$ cat src/rtl/lcd_stream_reader.sv
// Decodes a 17-bit token stream (frame/row markers plus RGB565 pixels) from a
// source FIFO into coordinate-tagged pixels with valid/ready flow control.
module lcd_stream_reader #(
  parameter int FRAME_WIDTH  = 480,
  parameter int FRAME_HEIGHT = 272
) (
  input  logic        clk,
  input  logic        rst,
  input  logic        queue_empty,
  input  logic [16:0] queue_data,
  output logic        queue_rd_en,
  input  logic        pixel_ready,
  output logic        pixel_valid,
  output logic [15:0] pixel_data,
  output logic [10:0] pixel_x,
  output logic [10:0] pixel_y,
  output logic        frame_start,
  output logic        frame_done,
  output logic        sync_error,
  output logic [7:0]  error_count
);

  localparam logic [16:0] TOK_FS = 17'h10000;
  localparam logic [16:0] TOK_RS = 17'h10001;
  localparam logic [16:0] TOK_FE = 17'h1FFFF;
  localparam logic [10:0] LAST_COL = 11'(FRAME_WIDTH - 1);
  localparam logic [10:0] ROWS     = 11'(FRAME_HEIGHT);

  typedef enum logic [1:0] {WAIT_FRAME, WAIT_ROW, PIXELS, WAIT_END} state_t;

  state_t      state, state_nx;
  logic [10:0] row, row_nx, col, col_nx;
  logic        rd_pending;
  logic        push, pop;
  logic        fs_nx, fd_nx, err_nx;

  logic [15:0] buf_data [2];
  logic [10:0] buf_x    [2];
  logic [10:0] buf_y    [2];
  logic        wr_ptr, rd_ptr;
  logic [1:0]  count;
  logic [1:0]  occupancy;

  logic is_fs, is_rs, is_fe, is_px;
  assign is_fs = (queue_data == TOK_FS);
  assign is_rs = (queue_data == TOK_RS);
  assign is_fe = (queue_data == TOK_FE);
  assign is_px = ~queue_data[16];

  assign pixel_valid = (count != 2'd0);
  assign pixel_data  = buf_data[rd_ptr];
  assign pixel_x     = buf_x[rd_ptr];
  assign pixel_y     = buf_y[rd_ptr];
  assign pop         = pixel_valid & pixel_ready;

  // The slot freed by this cycle's pop is counted as available, which keeps
  // the stream at one pixel per cycle while pixel_ready stays high.
  assign occupancy   = count - {1'b0, pop} + {1'b0, rd_pending};
  assign queue_rd_en = ~rst & ~queue_empty & (occupancy < 2'd2);

  // NOTE: every output of a combinational block gets a default first, so no
  // path through the case statement can leave a latch behind.
  always_comb begin
    state_nx = state;
    row_nx   = row;
    col_nx   = col;
    push     = 1'b0;
    fs_nx    = 1'b0;
    fd_nx    = 1'b0;
    err_nx   = 1'b0;
    if (rd_pending) begin
      if (is_fs && state != WAIT_FRAME) begin
        err_nx   = 1'b1;
        fs_nx    = 1'b1;
        row_nx   = '0;
        col_nx   = '0;
        state_nx = WAIT_ROW;
      end else begin
        unique case (state)
          WAIT_FRAME: begin
            if (is_fs) begin
              fs_nx    = 1'b1;
              row_nx   = '0;
              state_nx = WAIT_ROW;
            end
          end
          WAIT_ROW: begin
            if (is_rs) begin
              col_nx   = '0;
              state_nx = PIXELS;
            end else if (is_fe && row == ROWS) begin
              fd_nx    = 1'b1;
              state_nx = WAIT_FRAME;
            end else begin
              err_nx   = 1'b1;
              state_nx = WAIT_FRAME;
            end
          end
          PIXELS: begin
            if (is_px) begin
              push = 1'b1;
              if (col == LAST_COL) begin
                col_nx   = col + 11'd1;
                row_nx   = row + 11'd1;
                state_nx = (row + 11'd1 == ROWS) ? WAIT_END : WAIT_ROW;
              end else begin
                col_nx = col + 11'd1;
              end
            end else begin
              err_nx   = 1'b1;
              state_nx = WAIT_FRAME;
            end
          end
          WAIT_END: begin
            if (is_fe) fd_nx = 1'b1;
            else       err_nx = 1'b1;
            state_nx = WAIT_FRAME;
          end
          default: state_nx = WAIT_FRAME;
        endcase
      end
    end
  end

  // NOTE: clocked state uses non-blocking assignments so every register
  // samples the pre-edge values regardless of statement order.
  always_ff @(posedge clk or posedge rst) begin
    if (rst) begin
      state       <= WAIT_FRAME;
      row         <= '0;
      col         <= '0;
      rd_pending  <= 1'b0;
      frame_start <= 1'b0;
      frame_done  <= 1'b0;
      sync_error  <= 1'b0;
      error_count <= '0;
    end else begin
      state       <= state_nx;
      row         <= row_nx;
      col         <= col_nx;
      rd_pending  <= queue_rd_en;
      frame_start <= fs_nx;
      frame_done  <= fd_nx;
      sync_error  <= err_nx;
      if (err_nx && error_count != 8'hFF) error_count <= error_count + 8'd1;
    end
  end

  // NOTE: the two buffer entries are reset because they drive the pixel
  // outputs directly, which must read zero while reset is held.
  always_ff @(posedge clk or posedge rst) begin
    if (rst) begin
      for (int i = 0; i < 2; i++) begin
        buf_data[i] <= '0;
        buf_x[i]    <= '0;
        buf_y[i]    <= '0;
      end
      wr_ptr <= 1'b0;
      rd_ptr <= 1'b0;
      count  <= '0;
    end else begin
      if (push) begin
        buf_data[wr_ptr] <= queue_data[15:0];
        buf_x[wr_ptr]    <= col;
        buf_y[wr_ptr]    <= row;
        wr_ptr           <= ~wr_ptr;
      end
      if (pop) rd_ptr <= ~rd_ptr;
      count <= count + {1'b0, push} - {1'b0, pop};
    end
  end

endmodule

$ cat config.mk
export PLATFORM = sky130hd
export DESIGN_NAME = lcd_stream_reader
export DESIGN_NICKNAME = d
export VERILOG_FILES = /design/src/rtl/lcd_stream_reader.sv
export SDC_FILE = /design/constraint.sdc
export NUM_CORES = 1
export LEC_CHECK = 0
export BUFFER_PORTS_ARGS = -buffer_cell sky130_fd_sc_hd__buf_2
export CAP_MARGIN = 20
export CORE_ASPECT_RATIO = 0.6
export CORE_MARGIN = 8
export CORE_UTILIZATION = 37
export DETAILED_ROUTE_END_ITERATION = 16
export PLACE_DENSITY_LB_ADDON = 0.1
export SLEW_MARGIN = 20
export SYNTH_ARGS = -nofsm -noshare
export SYNTH_HDL_FRONTEND = slang
export SYNTH_SLANG_ARGS = --single-unit
$ cat constraint.sdc
create_clock -name clk -period 8.3 [get_ports clk]
set_clock_uncertainty 0.15 [all_clocks]
set_input_delay 0.415 -clock clk [delete_from_list [all_inputs] [get_ports clk]]
set_output_delay 0.415 -clock clk [all_outputs]
set_load 0.1 [all_outputs]
# After elaboration in Yosys (flattened, before gate mapping)
# Cells that the tools add are included.
[op_classes] n_addsub=7 multipliers=0 n_div=0 magnitude_cmp=4 n_eq_ne=15 n_shift=0 muxes=53 n_bitwise=9 reduce_logical=12
[op_table] operator="2-to-1 mux 11 bit" n=14
[op_table] operator="2-to-1 mux 16 bit" n=4
[op_table] operator="equality test 17 bit (second input constant)" n=3
[op_table] operator="bitwise mux 22 bit" n=2
[op_table] operator="one-hot mux 11 bit (2 select lines)" n=2
[op_table] operator="equality test 11 x 9 -> 1 bit (second input constant)" n=3
[op_table] operator="bitwise mux 32 bit" n=1
[op_table] operator="adder 11 x 1 -> 11 bit (second input constant)" n=2
[op_table] operator="2-to-1 mux 1 bit" n=19
[op_table] operator="demux 16 bit (select 1 bit)" n=1
[op_table] operator="2-to-1 mux 2 bit" n=6
[op_table] operator="!= test 3 bit (second input constant)" n=4
[op_table] operator="demux 11 bit (select 1 bit)" n=1
[op_table] operator="adder 8 x 1 -> 8 bit (second input constant)" n=1
[op_table] operator="!= test 8 bit (second input constant)" n=1
[op_table] operator="one-hot mux 2 bit (4 select lines)" n=1
[op_table] operator="nonzero test 3 bit" n=2
[op_table] operator="AND reduction 5 bit" n=1
[op_table] operator="adder 2 x 1 -> 2 bit" n=2
[op_table] operator="equality test 2 bit (second input constant)" n=2
[op_table] operator=">= comparator 2 bit (second input constant)" n=2
[op_table] operator="logical AND 1 bit" n=4
[op_table] operator="!= test 4 bit (second input constant)" n=1
[op_table] operator="NOT 1 bit" n=4
[op_table] operator="other kinds (12)" n=17
[word_totals] ff_bits=116 latch_bits=0 ram_bits=0 rom_bits=0 input_bits=21 out_inout_bits=51 wordCells=117 n_memories=0

# Logic depth before layout (Yosys ltp)
[logic_depth] depth_word=8 depth_mapped=9

# Worst setup path after synthesis
# No wires, ideal clock.
[synth_timing] path_kind="register to output" startpoint="register count[0]" endpoint="output port queue_rd_en" arrival_ps=3761 required_ps=7735 path_slack_ps=3974 stages_incl_launch_ff=7 path_buffers=0 cell_sequence="dfrtp_1 -> or2_2 -> and2_1 -> ha_1 -> xnor2_1 -> xnor2_1 -> nor3_1"
[synth_via] elab_chain_len=6
[synth_lines] item="from (decl)" line="41" source="logic [1:0] count;"
[synth_lines] item="from (signal assigned)" line="169" source="count <= count + {1'b0, push} - {1'b0, pop};"
[synth_lines] item="nonzero test 2 bit" line="50" source="assign pixel_valid = (count != 2'd0);"
[synth_lines] item="named net pixel_valid" line="13" source="output logic pixel_valid,"
[synth_lines] item="AND 1 bit" line="54" source="assign pop = pixel_valid & pixel_ready;"
[synth_lines] item="named net pop" line="34" source="logic push, pop;"
[synth_lines] item="subtractor 2 x 1 -> 2 bit" line="58" source="assign occupancy = count - {1'b0, pop} + {1'b0, rd_pending};"
[synth_lines] item="adder 2 x 1 -> 2 bit" line="58"
[synth_lines] item="less-than comparator 2 bit" line="59" source="assign queue_rd_en = ~rst & ~queue_empty & (occupancy < 2'd2);"
[synth_lines] item="AND 1 bit" line="59"
[synth_lines] item="to (decl)" line="11" source="output logic queue_rd_en,"
# The timed path passes the listed nets, and every way through them passes these cells.

# Final worst setup path
[layout_timing] startpoint="register count[0]" endpoint="output port queue_rd_en"
[layout_via] elab_chain_len=6
[layout_lines] item="nonzero test 2 bit" line="50"
[layout_lines] item="AND 1 bit" line="54"
[layout_lines] item="named net pop" line="34"
[layout_lines] item="subtractor 2 x 1 -> 2 bit" line="58"
[layout_lines] item="adder 2 x 1 -> 2 bit" line="58"
[layout_lines] item="less-than comparator 2 bit" line="59"
[layout_lines] item="AND 1 bit" line="59"
# The timed path passes the listed nets, and every way through them passes these cells.

==> out/metrics.csv <==
stage,metric,value,unit
synth,synth_cell_types,55,
setup_path,slowest_delay,500,ps
setup_path,timing.rr.start,state[0]$_DFFE_PP0P_,
pwr,p_switching,0.506,mW
worst_hold_path,hold_end,rd_pending$_DFF_PP0_,
synth,syn-cell-area,5760,sq um
placed_design,io_buffers,71,
clock_network,clockBufferDepth,2,
synth,synth_flop_cell,dfrtp_1,
final_layout,areaGrowthSynthToFinish,20.0,%
drt,drt_iter0_markers,161,
synth,synth-edff-count,0,
setup_path,crit_type,register to output pin,
timing,setup_tns,0,ps
timing,slew-limit-headroom,0.414,
setup_path,end_kind,output pin,
timing,fmaxAchievable,307,MHz
floorplanning,core_area,15300,sq um
synth,yosysSeqAreaShare,0.504,
global_route,first_global_vias,4261,
pwr,ir_drop,133,uV
worst_hold_path,hold_path_startpoint,queue_empty,
drt,drt-total-wl,13500,microns
global_route,grt_usage,0.143,
drt,ant_nets,0,
final_layout,fin_nets,592,
clock_network,cts_sinks,116,
worst_hold_path,min_path_cells,2,
pwr,clockPowerShare,0.448,
clock_network,cts-root-buf,clkbuf_16,
drt,vias,4042,
clock_network,cts_setup_buffers,0,
timing,rsz0062_at_grt,no,
placed_design,dp_hpwl,9680,microns
clock_network,h-tree-depth,4,
global_route,antenna_found_initial,0,
final_layout,antennaDiodeCount,0,
pwr,combinationalPowerShare,0.168,
pwr,seqPwrFrac,0.383,
drt,routedWlPerCell,17.3,microns
final_layout,final_cell_mix,"dfrtp_1, mux2_2, buf_2, nand2_1, nor2_1",
setup_path,path_delay_family,simple AND/OR/NAND/NOR gates,
floorplanning,initial_core_util,0.377,
setup_path,crit_path_max_fanout,2,
timing,timing.final.crit_share,0.392,
synth,synthArstFlopShare,1.00,
setup_path,start_kind,register,
timing,worst_slew_pin_slew,879,ps
synth,ys_ff_latch,116,
floorplanning,fp.dieArea,19900,sq um
setup_path,required,7740,ps
floorplanning,rows,35,
final_layout,final_util,0.452,
global_route,grt_pass1_wl,22700,microns
synth,synthCells,495,
floorplanning,die_h,113,microns
timing,fin_crit,3250,ps
run,maxCapViolCount,0,
synth,synthesis.nets,523,
clock_network,cts_inserted_buffers,17,
timing,hold_violations,0,
setup_path,crit_top_cell,xnor2_1,
placed_design,place.gp.congestion,0.824,
outcome,outcome,"complete, no violations",
timing,setup_violations,0,
timing,drv_slew,0,
setup_path,r2r_setup_slack,5250,ps
final_layout,final_common_cell,dfrtp_1,
pwr,intPower,1.15,mW
pwr,p_per_area,240,nW/um^2
drt,drc,0,
synth,synth_warnings,0,
drt,first_pass_iters,4,
global_route,grt_max_degree,81,
floorplanning,ios,72,
setup_path,r2r_cells,7,
setup_path,worstPathBufferInverterCount,1,
setup_path,cp_data_arrival_time,2690,ps
final_layout,drive_gt1_frac,0.402,
final_layout,nFillCells,1425,
setup_path,crit_chain,"or2_2, and2_1, ha_1, xnor2_1, xnor2_1, nor3_1, buf_2",
pwr,p_sw_frac,0.306,
setup_path,timing.rr.end,buf_data[7]$_DFFE_PP0P_,
setup_path,crit_slowest_cell,buf_2,
clock_network,tritoncts,yes,
drt,viasPerCell,5.18,
floorplanning,die_w,177,microns
synth,synth.avg_cell_area,11.6,sq um
clock_network,clk-insertion-delay-late,410,ps
pwr,power_leakage,3.42,nW
clock_network,clk_pin_slew,60,ps
worst_hold_path,hold_class,input pin to register,
global_route,grt-ovfl-total,0,
==> power by group through the flow <==
stage	clock (mW)	combinational, mW	sequential (mW)
after floorplan	0	0.173	0.686
after global placement	0	0.281	0.643
after detailed placement	0	0.281	0.645
after CTS	0.762	0.283	0.635
after global routing	0.787	0.299	0.642
final	0.743	0.279	0.635
==> synthesized netlist by cell type, drive strengths merged (3+ instances only) <==
cell type | instances | share of area
dfrtp | 116 | 0.50
a31oi | 4 | 0.0043
nor4 | 11 | 0.015
nor3 | 10 | 0.010
nor2b | 3 | 0.0033
nand3b | 3 | 0.0039
xnor2 | 6 | 0.0091
buf | 9 | 0.0083
nand3 | 16 | 0.014
nor3b | 3 | 0.0039
mux2 | 111 | 0.22
ha | 7 | 0.015
nand2 | 38 | 0.025
a21oi | 7 | 0.0061
o21ai | 24 | 0.021
xor2 | 13 | 0.020
inv | 12 | 0.0078
nand4 | 15 | 0.016
and3 | 3 | 0.0033
o31ai | 4 | 0.0061
or4 | 3 | 0.0039
or2 | 3 | 0.0033
nor2 | 25 | 0.017
clkbuf | 17 | 0.011
nand2b | 3 | 0.0033
==> cell families (layout without fill, tap and decap cells) <==
group	after synthesis	after routing	share of synthesized area
xor gates and xnor gates	19	19	0.0289
AOI/OAI and AO/OA	55	55	0.0643
DFF	116	116	0.504
and+or+nand+nor	146	146	0.138
buffers and inverters	39	121	0.0278
muxes	113	113	0.221
adders and majority gates	7	7	0.0152
==> through the flow <==
step                      setup slack [ps]  cell area [sq um]  cells  hold WS [ps]  power (mW)
after floorplan                       3970               5760    495           294       0.859
after global placement                5300               6300    747           309       0.924
after detailed placement              5270               6300    747           315       0.926
after CTS                             5020               6910    780          38.5        1.68
after global routing                  4840               6910    780          55.5        1.73
final                                 5050               6910    780          51.8        1.66
==> worst max path at each step <==
| stage | start | endpoint | slack [ps] | cells past startpoint |
|---|---|---|---|---|
| floorplan | count[0]$_DFF_PP0_ | queue_rd_en | 3970 | 6 |
| global placement | state[0]$_DFFE_PP0P_ | buf_data[15]$_DFFE_PP0P_ | 5300 | 7 |
| detailed placement | state[0]$_DFFE_PP0P_ | buf_data[10]$_DFFE_PP0P_ | 5270 | 7 |
| CTS | count[1]$_DFF_PP0_ | queue_rd_en | 5020 | 7 |
| global route | count[1]$_DFF_PP0_ | queue_rd_en | 4840 | 7 |
| finish | count[0]$_DFF_PP0_ | queue_rd_en | 5050 | 7 |
==> registers in the layout, summed over array words and instances, names as in the netlist <==
signal / count
count: 2
frame_start: 1
rd_pending: 1
error_count: 8
col: 11
state: 2
buf_x: 22
row: 11
sync_error: 1
buf_y: 22
buf_data: 32
frame_done: 1
rd_ptr: 1
wr_ptr: 1
==> cell type report <==
class	instances	area (sq um)	area share
Timing Repair Buffer	76	399	0.0577
Multi-Input combinational cell	340	2700	0.391
Clock inverter	12	155	0.0224
Tap cell	203	254	0.0367
Inverter	13	51.3	0.00742
Clock buffer	20	447	0.0646
Sequential cell	116	2900	0.420
==> worst reg2reg max path: cells and delay by family, from the launching register on <==
| kind | cells | cell delay (ps) |
|---|---|---|
| simple gates | 4 | 1130 |
| buf+inv | 2 | 790 |
| flops | 1 | 470 |
| mux | 1 | 400 |
==> metal layers <==
layer  up-vias  wire [microns]  track usage
li1       1925               -            -
met1      2031            7150        0.209
met2        75            5740        0.196
met3        11             503       0.0355
met4         0             117       0.0535
met5         -               0            0
==> what timing repair did <==
item / 4_1_cts / 5_1_grt
endpoints found under the hold margin: 36 / 0
gates resized for setup: 0 / 0
hold buffers: 1 / 0
Power figures use the tool's default switching activity.
